===== config.mk =====
export PLATFORM = sky130hd
export DESIGN_NAME = sw_seq_player
export DESIGN_NICKNAME = d
export VERILOG_FILES = /design/src/rtl/sw_seq_player.sv
export SDC_FILE = /design/constraint.sdc
export NUM_CORES = 1
export LEC_CHECK = 0
export CORE_ASPECT_RATIO = 1.5
export CORE_MARGIN = 2
export CORE_UTILIZATION = 60
export DETAILED_ROUTE_END_ITERATION = 7
export DONT_BUFFER_PORTS = 1
export HOLD_SLACK_MARGIN = 0.03
export PLACE_DENSITY = 0.76
export SYNTH_ARGS = -nofsm -noshare
export SYNTH_HDL_FRONTEND = slang
export SYNTH_SLANG_ARGS = --single-unit

===== constraint.sdc =====
create_clock -name clk -period 2.6 [get_ports clk]
set_input_delay 0.65 -clock clk [delete_from_list [all_inputs] [get_ports clk]]
set_output_delay 0.65 -clock clk [all_outputs]
set_load 0.02 [all_outputs]

===== src/rtl/sw_seq_player.sv =====
// Sequence player: replays a programmed list of switch symbols as one-hot
// pulses with programmable hold width and inter-symbol gap.
module sw_seq_player #(
    parameter int unsigned DEPTH  = 8,
    parameter int unsigned HOLD_W = 4,
    parameter int unsigned NUM_SW = 5
) (
    input  logic                       clk,
    input  logic                       reset_n,
    input  logic                       wr_en,
    input  logic [$clog2(DEPTH)-1:0]   wr_addr,
    input  logic [2:0]                 wr_sym,
    input  logic [$clog2(DEPTH):0]     len,
    input  logic [HOLD_W-1:0]          hold,
    input  logic [HOLD_W-1:0]          gap,
    input  logic                       start,
    input  logic                       abort,
    output logic                       busy,
    output logic                       done,
    output logic                       err,
    output logic [$clog2(DEPTH)-1:0]   idx,
    output logic [NUM_SW-1:0]          sw_out
);

    localparam int unsigned AW = $clog2(DEPTH);
    localparam int unsigned LW = AW + 1;
    localparam int unsigned SW = 3;

    typedef enum logic [1:0] {
        S_IDLE,
        S_DRIVE,
        S_GAP,
        S_DONE
    } state_t;

    state_t              state;
    logic [SW-1:0]       mem [DEPTH];
    logic [LW-1:0]       len_q;
    logic [HOLD_W-1:0]   hold_q;
    logic [HOLD_W-1:0]   gap_q;
    logic [HOLD_W-1:0]   cnt;

    logic                len_ok;
    logic                last_slot;
    logic [AW-1:0]       nxt_idx;
    logic [NUM_SW-1:0]   first_sw;
    logic [NUM_SW-1:0]   nxt_sw;
    logic                first_ill;
    logic                nxt_ill;

    // Symbol to one-hot drive; out-of-range symbols drive nothing.
    function automatic logic [NUM_SW-1:0] decode(input logic [SW-1:0] s);
        if (32'(s) < NUM_SW) begin
            return NUM_SW'(1) << s;
        end
        return '0;
    endfunction

    always_comb begin
        len_ok    = (len != '0) && (32'(len) <= DEPTH);
        last_slot = (LW'(idx) == (len_q - LW'(1)));
        nxt_idx   = idx + AW'(1);
        first_sw  = decode(mem[0]);
        first_ill = (32'(mem[0]) >= NUM_SW);
        nxt_sw    = decode(mem[nxt_idx]);
        nxt_ill   = (32'(mem[nxt_idx]) >= NUM_SW);
    end

    // Sequence memory; frozen while a playback is running.
    always_ff @(posedge clk or negedge reset_n) begin
        if (!reset_n) begin
            for (int i = 0; i < int'(DEPTH); i++) begin
                mem[i] <= '0;
            end
        end else if (wr_en && !busy) begin
            mem[wr_addr] <= wr_sym;
        end
    end

    // Playback FSM; every output is registered alongside the state.
    always_ff @(posedge clk or negedge reset_n) begin
        if (!reset_n) begin
            state  <= S_IDLE;
            busy   <= 1'b0;
            done   <= 1'b0;
            err    <= 1'b0;
            idx    <= '0;
            sw_out <= '0;
            len_q  <= '0;
            hold_q <= '0;
            gap_q  <= '0;
            cnt    <= '0;
        end else begin
            case (state)
                S_IDLE: begin
                    if (start) begin
                        if (len_ok) begin
                            len_q  <= len;
                            hold_q <= hold;
                            gap_q  <= gap;
                            cnt    <= hold;
                            idx    <= '0;
                            err    <= first_ill;
                            sw_out <= first_sw;
                            busy   <= 1'b1;
                            state  <= S_DRIVE;
                        end else begin
                            err <= 1'b1;
                        end
                    end
                end
                S_DRIVE, S_GAP: begin
                    if (abort) begin
                        state  <= S_IDLE;
                        busy   <= 1'b0;
                        sw_out <= '0;
                        cnt    <= '0;
                    end else if (cnt != '0) begin
                        cnt <= cnt - HOLD_W'(1);
                    end else if ((state == S_DRIVE) && (gap_q != '0)) begin
                        cnt    <= gap_q - HOLD_W'(1);
                        sw_out <= '0;
                        state  <= S_GAP;
                    end else if (last_slot) begin
                        done   <= 1'b1;
                        busy   <= 1'b0;
                        sw_out <= '0;
                        state  <= S_DONE;
                    end else begin
                        // Direct hand-off keeps a repeated symbol high with no dip.
                        idx    <= nxt_idx;
                        cnt    <= hold_q;
                        sw_out <= nxt_sw;
                        err    <= err | nxt_ill;
                        state  <= S_DRIVE;
                    end
                end
                S_DONE: begin
                    done  <= 1'b0;
                    state <= S_IDLE;
                end
                default: begin
                    state <= S_IDLE;
                end
            endcase
        end
    end

endmodule

==> qor.txt <==
LOGIC SYNTHESIS
-------------------------------------------------------------------------------------------------
Leading cell type by number of instances after synthesis                             sky130_fd_sc_hd__dfrtp_1
Cell area after synthesis                                                            0.00314 sq mm
Sequential cell area fraction in the yosys report                                           42.2%
Post-synth ARST share                                                                        100%
Synthesized area divided by synthesized cell count                                     10.6 sq um
Prevailing post-synth register cell                                                  sky130_fd_sc_hd__dfrtp_1
Number of synthesis warnings                                                                    0
Post-Synthesis Net Count                                                                      329
Area share of xor/xnor cells in the synthesized design                                      1.91%
Fraction of synthesized area in multiplexers                                                18.6%
Number of distinct library cell variants in the gate-level netlist after synthesis             58
Number of enable-type register cells in the synthesized netlist                                 0
Library cell with the largest summed area after synthesis                            sky130_fd_sc_hd__dfrtp_1
Synth top cells by count                                                             53 x sky130_fd_sc_hd__dfrtp_1, 34 x sky130_fd_sc_hd__nand2_1, 28 x sky130_fd_sc_hd__mux2_2
Post-synthesis instance total                                                                 296
Count of state elements after synthesis                                                        53
Synth Area in Compound Gates                                                                13.4%
Post-Synth Adder-Cell Area                                                                  3.98%
Simple-gate portion of the synthesized area                                                 16.3%
Dominant combinational cell family by area after synthesis                           multiplexers
Top post-synthesis cells by area                                                     sky130_fd_sc_hd__dfrtp_1 42%, sky130_fd_sc_hd__mux2_2 10%, sky130_fd_sc_hd__mux4_2 5.7%
Top cell type's share of synthesized area                                                   42.2%

TIMING
-------------------------------------------------------------------------------------------------
Number of slew-limit violations in the final report                                             0
Slew of the pin with the lowest slew margin                                              0.623 ns
Peak clock frequency supported by timing                                                  430 MHz
Portion of the clock cycle consumed by the worst path in the final layout                   89.4%
Final critical delay including setup and external delays                                  2.32 ns
Hold Violations, Final                                                                          0
Setup TNS                                                                                    0 ns
Maximum clock skew at final layout                                                      0.0122 ns
Setup-failing EPs final                                                                         0
Worst slew margin                                                                           58.0%
Setup repair after global routing missed its margin                                         false

DETAILED ROUTING
-------------------------------------------------------------------------------------------------
Antenna-violating nets left                                                                     0
Routed len/inst                                                                           18.4 um
DRC violation total after the first TritonRoute iteration                                     126
DRC violations left                                                                             0
DRT Pass-1 Iters                                                                                5
Via density                                                                                  6.28
Routed Wire Length                                                                        6.96 mm
DR vias                                                                                      2375

CELLS AND AREA
-------------------------------------------------------------------------------------------------
Fin nets                                                                                      342
Antenna diode count                                                                             0
Layout-stage area growth over the synthesis result                                          7.97%
Ratio of cells with drive above 1 in the final layout                                       22.3%

GRT
-------------------------------------------------------------------------------------------------
Antenna violations before repair                                                                0
First-pass GRT wire length                                                                12.0 mm
M2 GR Usage                                                                                 48.9%
Final global-route overflow total                                                               0
Met1 Usage GRT                                                                              29.3%
Via count of the first global-routing pass                                                   2472
Global Route Usage Sum                                                                      26.6%
Routing usage on met3                                                                       5.10%
Maximum number of pins on one net before global-route repair                                   54
Most Used Layer, Global Route                                                                met2

SETUP PATH
-------------------------------------------------------------------------------------------------
Startpoint type of the worst setup path                                                      flop
Category of the most critical setup path                                             flop to flop
Largest incremental delay on the critical path                                            0.42 ns
Endpoint required time on the critical path                                               2.80 ns
Nature of the critical path endpoint                                                         flop
Top fanout value on the critical path                                                           9
RR Startpoint                                                                        state[1]$_DFFE_PN0P_
Crit-path cells                                                                      inv_1 -> ha_1 -> buf_4 -> inv_1 -> a22oi_1 -> nor2_2 -> and3_4 -> a311o_1
CP top delay family                                                                  compound AO/OA/AOI/OAI gates
Critical-path cell with the highest stage delay                                      sky130_fd_sc_hd__ha_1
Worst setup path startpoint                                                          state[1]$_DFFE_PN0P_
Most common cell on crit path                                                        sky130_fd_sc_hd__inv_1
Arrival time of data at the critical path endpoint                                        2.52 ns
Buffers plus inverters on the worst setup path                                                  3

FLOORPLANNING
-------------------------------------------------------------------------------------------------
Die area                                                                             0.00584 sq mm
I/O pin count                                                                                  34
Initial Utilization                                                                         61.8%
Die Height                                                                                92.6 um
Die Wd                                                                                    63.1 um
Core ar.                                                                             0.00508 sq mm
Total number of placement rows                                                                 32

POWER AND IR DROP
-------------------------------------------------------------------------------------------------
VDD IR-drop max                                                                          0.686 mV
Post-layout total power                                                                   4.59 mW
Static leakage power                                                                      1.47 nW
Power density over the cells                                                         1350 mW/mm^2

RUN STATUS
-------------------------------------------------------------------------------------------------
Status                                                                               finished clean

MIN PATH
-------------------------------------------------------------------------------------------------
Hold/Removal Path Class                                                              primary input to async pin

CLOCK TREE
-------------------------------------------------------------------------------------------------
Clock slew seen by the registers of the worst setup and hold paths                        0.10 ns
TritonCTS sink count                                                                           53
Clock Path Buffers                                                                              2
Latest clock arrival within the worst-skew pair                                           0.31 ns
Setup repair bufs after CTS                                                                     0
Root buf cell                                                                        sky130_fd_sc_hd__clkbuf_8
Cts repair resizes                                                                              0
CTS buffer count                                                                                5
Number of H-tree levels                                                                         2
CTS tree                                                                                    built

FLOW RUN
-------------------------------------------------------------------------------------------------
Number of maximum-capacitance violations                                                        0

PLACE
-------------------------------------------------------------------------------------------------
Final Wtd Congestion                                                                        0.879
DP Wirelength                                                                             5.22 mm
Number of port buffers                                                                          0

[placed cells by master (no fill, tap or decap), types with 4 or more instances in the layout]
master / synthesis / routed
sky130_fd_sc_hd__nor3_1: 10 / 10
sky130_fd_sc_hd__nand4_1: 4 / 4
sky130_fd_sc_hd__ha_1: 10 / 10
sky130_fd_sc_hd__inv_1: 18 / 18
sky130_fd_sc_hd__nor2_1: 24 / 24
sky130_fd_sc_hd__mux2_2: 28 / 28
sky130_fd_sc_hd__a21oi_1: 5 / 5
sky130_fd_sc_hd__buf_4: 0 / 12
sky130_fd_sc_hd__o31ai_1: 4 / 4
sky130_fd_sc_hd__nor3b_1: 4 / 4
sky130_fd_sc_hd__mux4_2: 8 / 8
sky130_fd_sc_hd__dfrtp_1: 53 / 53
sky130_fd_sc_hd__mux2i_1: 9 / 9
sky130_fd_sc_hd__o21ai_0: 16 / 16
sky130_fd_sc_hd__nand2_1: 34 / 34
sky130_fd_sc_hd__clkbuf_8: 0 / 5
[logic make-up after synthesis]
| group | after synthesis |
|---|---|
| and+or+nand+nor | 102 |
| AOI/OAI and AO/OA | 55 |
| DFF | 53 |
| muxes | 45 |
| buffers and inverters | 25 |
| adders and majority gates | 10 |
| xor gates and xnor gates | 6 |
[state kept, by name (all words and copies together), names as in the netlist]
name,cells
hold_q,4
done,1
state,2
err,1
gap_q,4
idx,3
mem,24
cnt,4
busy,1
sw_out,5
len_q,4
[power breakdown]
part / internal [mW] / switching, mW / leakage [nW]
Sequential: 1.18 / 0.384 / 0.642
Combinational: 1.23 / 1.33 / 0.782
Clock: 0.192 / 0.280 / 0.0481
Total: 2.60 / 1.99 / 1.47
[per-layer routing]
metal	up-vias	share of wire (%)
met5	-	0
met4	0	3.4
met3	21	3.9
met2	62	55
met1	1190	37
li1	1102	-
[path summary, 6_finish.rpt]
kind	end	slack, ns	cells after the start
max	idx[1]$_DFFE_PN0P_	0.28	8
min	cnt[3]$_DFFE_PN0P_	0.17	1
max reg2reg	idx[1]$_DFFE_PN0P_	0.28	8
min reg2reg	hold_q[3]$_DFFE_PN0P_	0.50	2
max in group asynchronous	mem[13]$_DFFE_PN0P_	2.18	1
min in group clk	hold_q[2]$_DFFE_PN0P_	0.45	2
[through the flow]
step	utilization, %	instance area [sq um]	setup WS, ns	cells	hold slack [ns]
6_report	66.7	3390	0.275	378	0.171
5_1_grt	66.7	3390	0.106	378	0.176
4_1_cts	66.7	3390	0.292	378	0.191
3_5_place_dp	64.3	3270	0.326	369	0.356
3_3_place_gp	64.3	3270	0.380	369	0.356
2_1_floorplan	-	3140	0.373	296	0.354
[cell type report]
cell class,instances,area (sq um)
multi-input cells,218,1700
well taps,68,85.1
repair buffers,13,118
clock buffers,5,68.8
inverters,18,67.6
fillers,402,1690
flip-flops and latches,53,1330
clock inverters,3,22.5
[timing repair]
action                                  4_1_cts  5_1_grt
hold endpoints to repair                     53        0
endpoints found under the setup margin        0        0
hold buffers                                  1        0
Power figures use the tool's default switching activity.
